### config.mk
export PLATFORM = sky130hd
export DESIGN_NAME = rat_intr_ctrl
export DESIGN_NICKNAME = d
export VERILOG_FILES = /design/src/rtl/rat_intr_ctrl.sv
export SDC_FILE = /design/constraint.sdc
export NUM_CORES = 1
export LEC_CHECK = 0
export CORE_ASPECT_RATIO = 1.1
export CORE_UTILIZATION = 55
export DETAILED_ROUTE_END_ITERATION = 16
export PLACE_DENSITY = 0.75
export SETUP_SLACK_MARGIN = 0.2
export SKIP_LAST_GASP = 1
export SYNTH_ARGS = -nofsm -noshare
export SYNTH_HDL_FRONTEND = slang
export SYNTH_SLANG_ARGS = --single-unit
### constraint.sdc
create_clock -name clk -period 2.8 [get_ports clk]
set_input_delay 0.42 -clock clk [delete_from_list [all_inputs] [get_ports clk]]
set_output_delay 0.42 -clock clk [all_outputs]
set_load 0.05 [all_outputs]
### src/rtl/rat_intr_ctrl.sv
// RAT interrupt controller: synchronise/debounce raw request lines, latch rising edges as
// pending, mask, and sequence one INTR pulse per service episode. MCU access via IN/OUT ports.
module rat_db_lane #(
    parameter int DB_CYCLES = 1000
) (
    input  logic clk,
    input  logic rst,
    input  logic raw,
    output logic rise
);
    localparam int CW = $clog2(DB_CYCLES);

    logic          s1, s2, db, db_q;
    logic [CW-1:0] cnt;

    // Counter only runs while the synchronised input disagrees with the accepted state.
    always_ff @(posedge clk) begin
        if (rst) begin
            s1   <= 1'b0;
            s2   <= 1'b0;
            db   <= 1'b0;
            db_q <= 1'b0;
            cnt  <= '0;
        end else begin
            s1   <= raw;
            s2   <= s1;
            db_q <= db;
            if (s2 == db) begin
                cnt <= '0;
            end else if (cnt == CW'(DB_CYCLES - 1)) begin
                db  <= s2;
                cnt <= '0;
            end else begin
                cnt <= cnt + 1'b1;
            end
        end
    end

    assign rise = db & ~db_q;
endmodule

module rat_intr_ctrl #(
    parameter int         N_SRC     = 8,
    parameter int         DB_CYCLES = 1000,
    parameter int         INTR_CYC  = 2,
    parameter logic [7:0] STAT_ADDR = 8'h30,
    parameter logic [7:0] MASK_ADDR = 8'h31,
    parameter logic [7:0] ID_ADDR   = 8'h32,
    parameter logic [7:0] CLR_ADDR  = 8'h33
) (
    input  logic             clk,
    input  logic             rst,
    input  logic [N_SRC-1:0] irq_raw,
    input  logic [7:0]       port_id,
    input  logic [7:0]       out_port,
    input  logic             io_strb,
    output logic [7:0]       in_data,
    output logic             intr
);
    localparam int PW = $clog2(INTR_CYC + 1);

    typedef enum logic [1:0] {S_IDLE, S_ASSERT, S_WAIT} state_t;

    state_t           state;
    logic [PW-1:0]    pcnt;
    logic [N_SRC-1:0] rise, pending, mask, clr, en;
    logic             req;
    logic [2:0]       id;
    logic [7:0]       stat_w, mask_w;

    for (genvar i = 0; i < N_SRC; i++) begin : g_lane
        rat_db_lane #(.DB_CYCLES(DB_CYCLES)) u_lane (
            .clk (clk),
            .rst (rst),
            .raw (irq_raw[i]),
            .rise(rise[i])
        );
    end

    assign clr = (io_strb && port_id == CLR_ADDR) ? out_port[N_SRC-1:0] : '0;
    assign en  = pending & mask;
    assign req = |en;

    always_ff @(posedge clk) begin
        if (rst) begin
            pending <= '0;
            mask    <= '0;
        end else begin
            // OR-ing rise after the clear makes a same-cycle set win.
            pending <= (pending & ~clr) | rise;
            if (io_strb && port_id == MASK_ADDR)
                mask <= out_port[N_SRC-1:0];
        end
    end

    // WAIT only rearms once every enabled pending bit is gone.
    always_ff @(posedge clk) begin
        if (rst) begin
            state <= S_IDLE;
            intr  <= 1'b0;
            pcnt  <= '0;
        end else begin
            case (state)
                S_IDLE: if (req) begin
                    state <= S_ASSERT;
                    intr  <= 1'b1;
                    pcnt  <= PW'(INTR_CYC - 1);
                end
                S_ASSERT: if (pcnt == '0) begin
                    state <= S_WAIT;
                    intr  <= 1'b0;
                end else begin
                    pcnt <= pcnt - 1'b1;
                end
                S_WAIT: if (!req) state <= S_IDLE;
                default: begin
                    state <= S_IDLE;
                    intr  <= 1'b0;
                end
            endcase
        end
    end

    always_comb begin
        id = 3'd0;
        for (int i = N_SRC - 1; i >= 0; i--)
            if (en[i]) id = 3'(i);
    end

    always_comb begin
        stat_w = '0;
        mask_w = '0;
        stat_w[N_SRC-1:0] = pending;
        mask_w[N_SRC-1:0] = mask;
        case (port_id)
            STAT_ADDR: in_data = stat_w;
            MASK_ADDR: in_data = mask_w;
            ID_ADDR:   in_data = {req, 4'b0000, id};
            default:   in_data = 8'h00;
        endcase
    end
endmodule

* Word-level counts from Yosys, hierarchy flattened
Cells that the tools add are included.
Storage, ports and cells: output and inout port bits 9, bits in registers 133, input port bits 27, word-level logic and storage cells 153
Operators by class: equality and inequality tests 26, reductions and logical operators 25, $add $sub $neg 9, multiplexer cells 19, bitwise gates (word level) 29
Operator list (count):
- 10-bit by 1-bit adder with 10-bit output (second input constant) | 8
- 10-bit equality test (second input constant) | 8
- 8-bit by 6-bit equality test with 1-bit output (second input constant) | 4
- 3-bit 2-to-1 mux | 8
- 8-bit one-hot mux with 3 select lines | 1
- 3-bit OR reduction | 8
- 1-bit NOT | 17
- 8-bit bitwise AND | 2
- 2-bit AND reduction | 8
- 3-bit AND reduction | 3
- 1-bit bitwise AND | 8
- 1-bit equality test | 8
- 2-bit 2-to-1 mux | 4
- 8-bit 2-to-1 mux | 1
- 2-bit != test (second input constant) | 4
- 8-bit NOT | 1
- 8-bit bitwise OR | 1
- 8-bit OR reduction | 1
- 2-bit one-hot mux with 3 select lines | 1
- 2-bit logical NOT | 2
- 2-bit one-hot mux with 2 select lines | 1
- 1-bit one-hot mux with 3 select lines | 1
- 2-bit by 1-bit equality test with 1-bit output (second input constant) | 1
- 2-bit equality test (second input constant) | 1
- 4 further kinds | 6

* Logic depth before layout (Yosys ltp)
depth after elaboration 10, depth in mapped cells 6, depth with buffers taken out 6

* By module
From an unflattened synthesis, not the netlist that was laid out.
Unflattened totals: cells, all modules 622, area, all modules 5930.7 um2
By module, submodules not included:
- rat_db_lane | sequential area each 280.3 um2, cells each 59, area an instance 590.6 um2, times used 8
- rat_intr_ctrl | sequential area each 420.4 um2, cells each 150, area an instance 1206.2 um2, times used 1

* Worst setup path after synthesis
OpenSTA, ideal clock, no wires.
path kind input -> output, start point in port_id[2], end point out in_data[2], data required time 2380 ps, stages 4, path slack 19 ps, buffers on the path 0, arrival 2361 ps, path through and4bb_2 -> nand2_1 -> nand4b_1 -> o32ai_1
Between the ends: cells in the longest elaborated chain, start to end 2, elaborated cells between the ends (all ways) 4, those cells by class eq/ne (3); mux (1)
RTL lines:
- start, declared | RTL line 54 | input logic [7:0] port_id,
- 8-bit by 6-bit equality test with 1-bit output | RTL line 135 | case (port_id)
- 8-bit one-hot mux with 3 select lines * | RTL line 135
- end, declared | RTL line 57 | output logic [7:0] in_data,
Mark *: on every way between the ends. The rest lies on a longest branch, timed or not.

* Worst setup path in the final report
start point reg pending[6], end point out in_data[7]
Between the ends: cells in the longest elaborated chain, start to end 3
RTL lines:
- start, declared | RTL line 66 | logic [N_SRC-1:0] rise, pending, mask, clr, en;
- start signal, assigned | RTL line 90 | pending <= (pending & ~clr) | rise;
- 8-bit bitwise AND | RTL line 81 | assign en = pending & mask;
- 8-bit OR reduction | RTL line 82 | assign req = |en;
- 8-bit one-hot mux with 3 select lines | RTL line 135
Every way passes these cells.

==> results.md <==
* Worst Max-Slew Pin Slew at 0.685 ns
* PD cells at 640 nW/um2
* Crit path largest cell delay at 0.58 ns
* Area added between synthesis and finish at 21.7%
* Diode count at 0
* Async SR Flop Fraction at 0%
* Global Route Usage Sum at 20.5%
* CTS Root Cell: clkbuf_8
* Power Total at 4.25 mW
* Mapped Cells at 605
* CP startpoint kind: flip-flop
* Cell Area, Synth at 5460 um2
* WS Path Type: flip-flop to primary output
* Die Area at 10300 um2
* Share of layout cells above drive strength 1 at 10.3%
* First-pass GRT wire length at 17300 um
* Area of the multi-input gates at 2680 um2
* Most common cell after layout, fill and taps aside: dfxtp_1
* # port buffers at 35
* Clk Latency, worst-skew pair at 0.51 ns
* Most frequent cells in the layout: dfxtp_1 (133), nor2_1 (114), xnor2_1 (52)
* Initial antenna violation count at 0
* Std-Cell Rows at 37
* Vias/cell at 5.28
* Vias in the first global route at 3938
* 1st-pass router iterations at 4
* Remaining DRCs at 0
* Worst hold slack at 0.440 ns
* Top post-synthesis cells by area: dfxtp_1 (49%), xnor2_1 (8.3%), nor2_1 (7.8%)
* Clock-pin slew on the worst setup and hold paths at 0.06 ns
* Fin crit period at 2.56 ns
* Slowest-stage cell, CP: or4_4
* Die H at 106 um
* Final setup vio count at 0
* FF+latch area at 2660 um2
* Final Wtd Congestion at 0.835
* Req. time, crit path at 2.38 ns
* Layout fillers at 698
* Final Max Tran Viols at 0
* # resized after CTS at 1
* Status: completed
* H-tree levels at 4
* Routed Antenna Nets at 0
* Via count at 4094
* Postcts setup bufs at 0
* Cell accounting for the most synthesized area: dfxtp_1
* Fmax at 390 MHz
* Die width at 97.0 um
* Synth Register Bits at 133
* Worst Path Buf+Inv at 1
* Detailed Route Iter0 Violations at 165
* CP Max Fanout at 6
* Max-cap violations at 0
* Arr. time, crit path at 2.14 ns
* Sequential area share after synthesis at 48.8%
* P_leak at 2.23 nW
* Final period utilization at 91.6%
* Skew final at 0.00939 ns
* Inserted Clock Buffers at 17
* I/O pins at 36
* Routed wire per std cell at 12.5 um
* Unique masters post-synth at 44
* RSZ-0062 raised after global routing: yes
* Sum Neg Setup Slack at 0 ns
* Yosys warns at 0
* Initial core utilization at 57.5%
* Peak supply drop at 0.000422 V
* Mapped Avg Cell Area at 9.02 um2
* Crit-path leading delay family: simple AND/OR/NAND/NOR gates
* Post-Route WL at 9730 um
* CTS tree: yes
* Relative slew slack at 54.3%
* Main synth FF type: dfxtp_1
* Largest net degree at the start of global routing at 41
* Hold_buf cts at 0
* Final core utilization at 70.0%
* Post-synth EDFFs at 0
* Hold violation count in the final report at 0
* Post-DP HPWL at 6730 um
* CP endpoint kind: primary output
* Gr ovfl total at 0
* Hold Crit Class: flip-flop to flip-flop
* CP Cell Sequence: a22o_1 -> or4_4 -> a31oi_2 -> nor2_1 -> buf_12
* NumNets Final at 683
* Synth top area share at 48.8%
* Mapped Nets at 641
* CTS Sinks at 133
* Core area at 9490 um2
* CTS max path bufs at 2
cell type report:
class | instances | share of cell area, %
clock buffers | 21 | 7.06
clock inverters | 10 | 2.20
inverters | 15 | 0.847
multi-input cells | 438 | 40.4
flip-flops and latches | 133 | 40.1
well taps | 117 | 2.20
repair buffers | 42 | 7.23
report_power, final:
group	switching (mW)	internal, mW	total, mW
logic	0.0497	0.0552	0.105
registers	0.00677	1.91	1.91
clock network	0.781	1.45	2.23
total	0.837	3.41	4.25
metal layers:
metal	share of wire, %	up-vias	track usage (%)
met5	0	-	0
met4	0.74	0	8.10
met3	3.6	6	5.79
met2	48	74	34.3
met1	47	1898	25.1
li1	-	2116	-
cells in the mapped netlist, drive strengths merged, types with 2 or more instances:
cell    count
a31oi       2
nand2b     12
mux2        6
o21ai      11
nor2b      30
nor2      114
mux2i      17
dfxtp     133
ha          9
or3         8
nand2      36
a22o        4
clkbuf     15
or3b        6
nand4      16
buf         4
nand4b      2
xnor2      52
xor2       20
nand3      29
nor4        4
nor3       30
or4         2
a21oi      13
inv        15
sequential cells by signal, summed over array words and instances (netlist names):
| register | flops |
|---|---|
| pending | 8 |
| state | 2 |
| intr | 1 |
| g_lane.u_lane.cnt | 80 |
| g_lane.u_lane.db | 8 |
| pcnt | 2 |
| g_lane.u_lane.s2 | 8 |
| g_lane.u_lane.s1 | 8 |
| g_lane.u_lane.db_q | 8 |
| mask | 8 |
final timing paths:
check / from / endpoint / slack, ns / cells past startpoint
worst max register to register: pending[6] / pcnt[1] / 1.05 / 4
worst max-delay path: pending[6] / in_data[7] / 0.24 / 5
worst min-delay path: g_lane[2].u_lane.s1 / g_lane[2].u_lane.s2 / 0.44 / 1
worst min register to register: g_lane[2].u_lane.s1 / g_lane[2].u_lane.s2 / 0.44 / 1
stage by stage:
stage	worst slack (ns)	instance area [um2]	cells
global placement	0.369	6020	745
floorplan	0.241	5470	605
finish	0.236	6650	776
global route	0.153	6650	776
CTS	0.220	6640	776
detailed placement	0.345	6020	745
logic make-up after synthesis:
family          Yosys count  share of synthesized area (%)
buf+inv                  34                           2.38
xor+xnor                 72                           11.6
mux                      23                           4.35
simple gates            294                           26.2
flops                   133                           48.8
fa+ha+maj                 9                           2.06
compound gates           40                           4.72
worst register-to-register path: stages (launching register included):
cell,delay [ns]
dfxtp_1,0.33
a22o_1,0.28
or4_4,0.58
or4_4,0.44
o21ai_2,0.07
No activity file was read; power rests on OpenSTA's default activity.
